<file path="src/rtl/decoder_n_stream.sv">
// Registered N-to-2^N one-hot decoder with valid/ready on both sides.
// Emits one handshake-gated beat per line for single, linear-sweep and wrap-sweep requests.
module decoder_n_stream #(
  parameter int unsigned SEL_W      = 3,
  parameter bit          ACTIVE_LOW = 1'b0
) (
  input  logic                  clk,
  input  logic                  rst,
  input  logic                  flush,
  input  logic                  in_valid,
  output logic                  in_ready,
  input  logic [SEL_W-1:0]      in_sel,
  input  logic [1:0]            in_mode,
  output logic                  out_valid,
  input  logic                  out_ready,
  output logic [(2**SEL_W)-1:0] out_y,
  output logic [SEL_W-1:0]      out_idx,
  output logic                  out_last,
  output logic                  busy,
  output logic                  err
);
  localparam int unsigned OUT_W = 2**SEL_W;
  localparam logic [SEL_W-1:0] MAX_IDX = '1;

  typedef enum logic [1:0] {IDLE, SINGLE, SWEEP, WRAP} state_t;

  state_t             r_state, w_state_n;
  logic               r_valid, w_valid_n;
  logic               r_last,  w_last_n;
  logic               r_err,   w_err_n;
  logic [SEL_W-1:0]   r_idx,   w_idx_n;
  logic [SEL_W-1:0]   r_cnt,   w_cnt_n;
  logic [OUT_W-1:0]   r_y,     w_y_n;
  logic               w_beat;
  logic               w_idle;

  assign w_idle = (r_state == IDLE);
  assign w_beat = r_valid & out_ready;

  always_comb begin
    w_state_n = r_state;
    w_valid_n = r_valid;
    w_last_n  = r_last;
    w_idx_n   = r_idx;
    w_cnt_n   = r_cnt;
    w_err_n   = 1'b0;
    if (flush) begin
      // abort; out_idx deliberately keeps its value
      w_state_n = IDLE;
      w_valid_n = 1'b0;
      w_last_n  = 1'b0;
    end else begin
      case (r_state)
        IDLE: begin
          if (in_valid) begin
            w_valid_n = 1'b1;
            w_idx_n   = in_sel;
            w_cnt_n   = MAX_IDX;
            case (in_mode)
              2'd1: begin
                w_state_n = SWEEP;
                w_last_n  = (in_sel == MAX_IDX);
              end
              2'd2: begin
                w_state_n = WRAP;
                w_last_n  = (SEL_W == 0);
              end
              default: begin
                w_state_n = SINGLE;
                w_last_n  = 1'b1;
                w_err_n   = (in_mode == 2'd3);
              end
            endcase
          end
        end
        SINGLE: begin
          if (w_beat) begin
            w_state_n = IDLE;
            w_valid_n = 1'b0;
            w_last_n  = 1'b0;
          end
        end
        SWEEP: begin
          if (w_beat) begin
            if (r_last) begin
              w_state_n = IDLE;
              w_valid_n = 1'b0;
              w_last_n  = 1'b0;
            end else begin
              w_idx_n  = r_idx + 1'b1;
              w_last_n = ((r_idx + 1'b1) == MAX_IDX);
            end
          end
        end
        WRAP: begin
          if (w_beat) begin
            if (r_last) begin
              w_state_n = IDLE;
              w_valid_n = 1'b0;
              w_last_n  = 1'b0;
            end else begin
              // index wraps naturally at SEL_W bits
              w_idx_n  = r_idx + 1'b1;
              w_cnt_n  = r_cnt - 1'b1;
              w_last_n = ((r_cnt - 1'b1) == '0);
            end
          end
        end
        default: w_state_n = IDLE;
      endcase
    end
  end

  always_comb begin
    w_y_n = '0;
    if (w_valid_n) w_y_n[w_idx_n] = 1'b1;
  end

  always_ff @(posedge clk) begin
    if (rst) begin
      r_state <= IDLE;
      r_valid <= 1'b0;
      r_last  <= 1'b0;
      r_err   <= 1'b0;
      r_idx   <= '0;
      r_cnt   <= '0;
      r_y     <= '0;
    end else begin
      r_state <= w_state_n;
      r_valid <= w_valid_n;
      r_last  <= w_last_n;
      r_err   <= w_err_n;
      r_idx   <= w_idx_n;
      r_cnt   <= w_cnt_n;
      r_y     <= w_y_n;
    end
  end

  assign in_ready  = w_idle & ~flush;
  assign busy      = ~w_idle;
  assign out_valid = r_valid;
  assign out_idx   = r_idx;
  assign out_last  = r_last;
  assign err       = r_err;
  assign out_y     = ACTIVE_LOW ? ~r_y : r_y;
endmodule
</file>
<file path="config.mk">
export PLATFORM = sky130hd
export DESIGN_NAME = decoder_n_stream
export DESIGN_NICKNAME = d
export VERILOG_FILES = /design/src/rtl/decoder_n_stream.sv
export SDC_FILE = /design/constraint.sdc
export NUM_CORES = 1
export LEC_CHECK = 0
export CORE_MARGIN = 2
export CORE_UTILIZATION = 46
export CTS_CLUSTER_DIAMETER = 60
export DETAILED_ROUTE_END_ITERATION = 10
export PLACE_DENSITY = 0.77
export RECOVER_POWER = 100
export SYNTH_ARGS = -nofsm -noshare
export SYNTH_HDL_FRONTEND = slang
export SYNTH_SLANG_ARGS = --single-unit
</file>
<file path="constraint.sdc">
create_clock -name clk -period 1.9 [get_ports clk]
set_input_delay 0.285 -clock clk [delete_from_list [all_inputs] [get_ports clk]]
set_output_delay 0.285 -clock clk [all_outputs]
set_load 0.02 [all_outputs]
</file>
==> flow_metrics.env, run 1 <==
export IMPL_fin_util_pct=69.7
export IMPL_numCtsBuffers=3
export IMPL_overflow=0
export IMPL_gp_congestion=0.845
export IMPL_hold_viol=0
export IMPL_drtAntennaViolNets=0
export IMPL_synth_nets=115
export IMPL_synth_top_flop_cell="dfxtp_1"
export IMPL_grt_antenna_before_repair=0
export IMPL_slew_headroom_pct=74.5
export IMPL_postSynthCellCount=98
export IMPL_setup_viol=1
export IMPL_period_share_pct=102
export IMPL_cp_max_fo=6
export IMPL_grt_pass1_wl_um=3830
export IMPL_synth_async_sr_flop_share_pct=0
export IMPL_max_stage_delay_ps=480
export IMPL_die_x_um=49.1
export IMPL_path_cells="clkdlybuf4s50_1, or3b_4, a221o_1, o2bb2ai_2, nor4_1"
export IMPL_worstPathRequired_ps=2090
export IMPL_reg2reg_slack_ps=70
export IMPL_core_area_mm2=0.00194
export IMPL_ys_seq_area_share_pct=40.6
export IMPL_synth_edff_count=0
export IMPL_met1_usage_pct=24.8
export IMPL_reg2regPathDepth=4
export IMPL_tightest_slew_ps=382
export IMPL_ys_seq_elements=19
export IMPL_layout_nets=156
export IMPL_grt_pass1_vias=878
export IMPL_firstDrtPassIters=4
export IMPL_netlist_area_leader_share_pct=40.6
export IMPL_r2r_end="out_y[1]"
export IMPL_rows=16
export IMPL_cts_max_path_buffers=2
export IMPL_clkSinkCount=19
export IMPL_finalMaxSlewViolations=0
export IMPL_pre_cts_ws_ps=-321
export IMPL_wl_um=2300
export IMPL_p_leak_nw=0.578
export IMPL_run_status="finished, violations left"
export IMPL_cts_root_buf="clkbuf_4"
export IMPL_wl_per_cell_um=14.0
export IMPL_p_sw_share_pct=28.7
export IMPL_intPower_w=0.000591
export IMPL_ys_types=37
export IMPL_synth_top_cells_by_count="dfxtp_1 (19), inv_1 (8), nor2_1 (8), nor4_1 (8), ha_1 (7)"
export IMPL_start_kind="primary input"
export IMPL_r2r_start="r_state[0]"
export IMPL_met2_usage_pct=36.5
export IMPL_violations="setup timing"
export IMPL_switchingPower_w=0.000238
export IMPL_clk_pin_slew_worst_paths_ps=110
export IMPL_syn_area_per_cell_um2=9.55
export IMPL_min_path_cells=2
export IMPL_die_area_mm2=0.00241
export IMPL_max_vdd_ir_drop_v=0.000463
export IMPL_pwr_share_seq_pct=51.6
export IMPL_fin_crit_ps=1930
export IMPL_min_path_type="reg2reg"
export IMPL_grt_usage_pct=20.2
export IMPL_areaGrowthSynthToFinish_pct=44.7
export IMPL_synth_most_common_cell="dfxtp_1"
export IMPL_routed_via_count=901
export IMPL_drive_gt1_share_pct=18.8
export IMPL_synth_warnings=0
export IMPL_grt_use_met3_pct=2.76
export IMPL_p_per_area_mw_per_mm2=612
export IMPL_critPathArrivalTime_ps=2120
export IMPL_maxCapViolations=0
export IMPL_netlist_area_um2=936
export IMPL_insertedDiodeCount=0
export IMPL_hpwlAfterDp_um=1760
export IMPL_top_usage_layer="met2"
export IMPL_clock_skew_ps=3.36
export IMPL_whs_endpoint="r_cnt[1]"
export IMPL_clk_latency_ps=290
export IMPL_port_buffers=25
export IMPL_synth_top_area_cell="dfxtp_1"
export IMPL_power_share_clock_pct=24.8
export IMPL_slowest_stage="clkdlybuf4s50_1"
export IMPL_routed_via_density=5.46
export IMPL_cts_tree="done"
export IMPL_htreeDepth=1
export IMPL_first_iter_violations=20
export IMPL_p_comb_share_pct=23.7
export IMPL_grt_max_degree=13
export IMPL_min_from="r_cnt[1]"
export IMPL_drc=0
export IMPL_floorplan_initialDensity_pct=48.2
export IMPL_die_height_um=49.1
export IMPL_netlist_top_cells_area="dfxtp_1 (41%), ha_1 (9.4%), a2bb2oi_1 (5.6%)"
export IMPL_endpoint_kind="flip-flop"
export IMPL_max_freq_mhz=517
export IMPL_rsz0062_at_grt="true"
export IMPL_crit_type="in2reg"
export IMPL_ctsHoldBuffers=0
export IMPL_boundaryPins=26
export IMPL_fin_ws_ps=-32.8
## cell families (layout without fill, tap and decap cells)
group | Yosys count | in the layout | synth area share (%)
adder cells (fa/ha/maj) | 7 | 7 | 9.36
AND/OR/NAND/NOR | 35 | 35 | 21.5
buffers and inverters | 12 | 52 | 4.81
XOR/XNOR | 2 | 2 | 1.87
flip-flops | 19 | 19 | 40.6
AO/OA/AOI/OAI | 23 | 23 | 21.8
## final cells by class
class | instances | area [µm²]
multi-input combinational | 67 | 529
sequential | 19 | 380
clock buffer | 4 | 26.3
timing repair buffer | 40 | 354
tap | 27 | 33.8
fill | 164 | 588
inverter | 8 | 30.0
## power groups by stage
| stage | Clock (W) | Combinational (W) | Sequential, W |
|---|---|---|---|
| 2_1_floorplan | 0 | 0.0000955 | 0.000444 |
| 3_3_place_gp | 0 | 0.000192 | 0.000436 |
| 3_5_place_dp | 0 | 0.000198 | 0.000437 |
| 4_1_cts | 0.000206 | 0.000198 | 0.000427 |
| 5_1_grt | 0.000223 | 0.000212 | 0.000430 |
| 6_report | 0.000205 | 0.000196 | 0.000427 |
## sequential cells by signal (all words and copies together) (netlist names)
register / cells
out_y: 8
out_idx: 3
r_cnt: 3
r_state: 2
err: 1
out_last: 1
out_valid: 1
## worst max-delay path by stage
stage                from  endpoint  slack [ps]  depth (start not counted)
3_3_place_gp     in_valid  out_y[2]        -210                          5
5_1_grt          in_valid  out_y[1]         -60                          5
2_1_floorplan  r_state[1]  out_y[4]         230                          4
6_report         in_valid  out_y[1]         -30                          5
3_5_place_dp     in_valid  out_y[2]        -320                          5
4_1_cts          in_valid  out_y[2]           6                          5
## stage by stage
stage	instance area, µm²	hold WS, ps	std cells	total power, W	setup TNS (ps)
final	1350	500	165	0.000828	-32.8
after global routing	1350	530	165	0.000865	-82.2
after CTS	1340	501	165	0.000831	0
after detailed placement	1320	487	161	0.000634	-2890
after global placement	1320	479	161	0.000628	-2190
after floorplan	936	469	98	0.000539	0
## routing by layer
layer  vias up  wire, µm
met5         -         0
li1        450         -
met3         4       122
met4         0        26
met2        32      1160
met1       415       991
## placed cells by master (no fill, tap or decap), drive strengths merged, types with 2 or more instances in the layout
cell type,netlist,layout
a2bb2oi,6,6
nand3,2,2
inv,8,8
nand2,3,3
nor4,8,8
nor2,8,8
dfxtp,19,19
clkdlybuf4s50,0,8
clkbuf,4,7
o2bb2ai,3,3
nor3b,2,2
nand3b,2,2
buf,0,12
dlygate4sd3,0,16
a21oi,2,2
nor3,2,2
ha,7,7
## critical path, delay by kind of cell
kind                   cells  cell delay (ps)
AOI/OAI and AO/OA          2              600
buffers and inverters      1              480
and+or+nand+nor            2              750
## repair_timing
item	4_1_cts	5_1_grt
endpoints found under the setup margin	2	5
buffers inserted	0	0
resized for setup	1	3
pin swaps	1	3
Note: power is estimated with default switching activity, not from simulation.
==> run 2, diff against run 1 <==
CORE_MARGIN = 4   (was 2)
CTS_CLUSTER_SIZE = 12   (was default)
clock period = 1.8 ns   (was 1.9 ns; I/O delays follow)
==> run 2 against run 1 <==
  * The flow still finishes with violations (setup timing)
  * Clock power rose by 4%
  * Worst hold slack improved by 7.5 ps
  * Sequential share of layout area fell by 0.94 points
  * Setup slack got worse by 4.4 ps
  * Utilization rose by 2.9 points
  * Register-to-register slack got worse by 110 ps
  * Largest cell class unchanged
  * Highest routed layer unchanged
==> flow_metrics.env, run 2 (synthesis results as in run 1) <==
export IMPL_run_status="finished, violations left"
export IMPL_violations="setup timing"
export IMPL_p_per_area_mw_per_mm2=631
export IMPL_multi_input_area_um2=562
export IMPL_port_buffers=25
export IMPL_cts_max_path_buffers=2
export IMPL_endpoint_kind="flip-flop"
export IMPL_clk_latency_ps=290
export IMPL_rsz0062_at_grt="true"
export IMPL_layout_nets=158
export IMPL_reg2regPathDepth=4
export IMPL_num_fill_cells=156
export IMPL_hold_viol=0
export IMPL_max_vdd_ir_drop_v=0.000580
export IMPL_reg2reg_slack_ps=-40
export IMPL_finalMaxSlewViolations=0
export IMPL_fin_ws_ps=-37.2
export IMPL_drc=0
export IMPL_regArea_um2=383
export IMPL_cts_root_buf="clkbuf_4"
export IMPL_slew_headroom_pct=77.3
export IMPL_crit_type="reg2reg"
export IMPL_whs_endpoint="r_cnt[1]"
export IMPL_die_area_mm2=0.00282
export IMPL_insertedDiodeCount=0
export IMPL_max_freq_mhz=544
export IMPL_final_cell_mix="dfxtp_1 (17), buf_4 (17), dlygate4sd3_1 (14)"
export IMPL_grt_usage_pct=18.7
export IMPL_grt_antenna_before_repair=0
export IMPL_areaGrowthSynthToFinish_pct=50.7
export IMPL_grt_pass1_wl_um=3880
export IMPL_clkSinkCount=19
export IMPL_r2r_start="r_state[0]"
export IMPL_min_path_cells=2
export IMPL_maxCapViolations=0
export IMPL_setup_viol=1
export IMPL_wl_per_cell_um=14.9
export IMPL_min_from="r_cnt[1]"
export IMPL_gp_congestion=0.860
export IMPL_pre_cts_ws_ps=-389
export IMPL_first_iter_violations=21
export IMPL_cp_max_fo=7
export IMPL_numCtsBuffers=3
export IMPL_die_x_um=53.1
export IMPL_core_area_mm2=0.00194
export IMPL_largest_reg_flops=8
export IMPL_ctsHoldBuffers=0
export IMPL_overflow=0
export IMPL_rows=16
export IMPL_die_height_um=53.1
export IMPL_critPathArrivalTime_ps=2030
export IMPL_grt_max_degree=13
export IMPL_boundaryPins=26
export IMPL_worstPathRequired_ps=1990
export IMPL_drtAntennaViolNets=0
export IMPL_fin_crit_ps=1840
export IMPL_clock_skew_ps=7.06
export IMPL_start_kind="flip-flop"
export IMPL_grt_pass1_vias=890
export IMPL_firstDrtPassIters=4
export IMPL_min_path_type="reg2reg"
export IMPL_wl_um=2480
export IMPL_htreeDepth=1
export IMPL_floorplan_initialDensity_pct=48.2
export IMPL_timing_hold_ws_ps=508
export IMPL_period_share_pct=102
export IMPL_routed_via_count=920
export IMPL_tightest_slew_ps=340
export IMPL_p_leak_nw=0.601
export IMPL_r2r_end="out_y[0]"
export IMPL_clk_pin_slew_worst_paths_ps=110
export IMPL_cts_tree="done"
export IMPL_drive_gt1_share_pct=25.0
export IMPL_hpwlAfterDp_um=1850
export IMPL_routed_via_density=5.51
## run 2: cell types whose count changed in the layout (fill, tap and decap cells not counted), sizes merged
cell	change
buf	+5
clkbuf	-4
clkinv	+1
dlygate4sd2	+2
dlygate4sd3	-2
## run 2: worst max path at each step
stage,from,end,slack [ps],depth (start not counted)
finish,r_state[0],out_y[0],-40,4
global route,r_state[0],out_y[2],-100,4
CTS,r_state[0],out_y[1],30,4
detailed placement,in_valid,out_y[4],-390,5
global placement,in_valid,out_y[0],-300,5
floorplan,r_state[1],out_y[4],130,4
## run 2: repair_timing
action	CTS	global route
buffers inserted	1	0
hold endpoints to repair	0	0
resized for setup	7	6
pin swaps	2	1
setup endpoints to repair	10	9
## run 2: cell type report
| class | count | area share (%) |
|---|---|---|
| repair buffers | 42 | 26.5 |
| inverters | 8 | 2.13 |
| clock buffers | 3 | 1.60 |
| multi-input cells | 67 | 39.8 |
| clock inverters | 1 | 0.355 |
| well taps | 27 | 2.40 |
| flip-flops and latches | 19 | 27.2 |
## run 2: worst max-delay path, stage by stage (launching register included)
cell       delay (ps)
dfxtp_2           370
or3b_4            380
a221o_2           460
o2bb2ai_2         210
nor4_2            320
## run 2: layer usage
layer / track usage (%) / up-vias / wire length, µm
li1: - / 453 / -
met1: 24.2 / 440 / 1120
met2: 31.4 / 25 / 1210
met3: 3.38 / 2 / 139
met4: 5.11 / 0 / 11
met5: 0 / - / 0
## run 2: report_power, final
group	internal, W	switching (W)	total [W]
Clock	0.0000824	0.000131	0.000213
Combinational	0.000111	0.000113	0.000223
Sequential	0.000437	0.0000165	0.000453
## run 2: through the flow
step                      cells  area, µm²  util (%)  setup TNS, ps  power [W]
after floorplan              98        936         -              0   0.000569
after global placement      162       1330      68.2          -3520   0.000666
after detailed placement    162       1330      68.2          -4060   0.000671
after CTS                   167       1380      71.2              0   0.000890
after global routing        167       1410      72.6           -339   0.000943
final                       167       1410      72.6          -37.2   0.000890
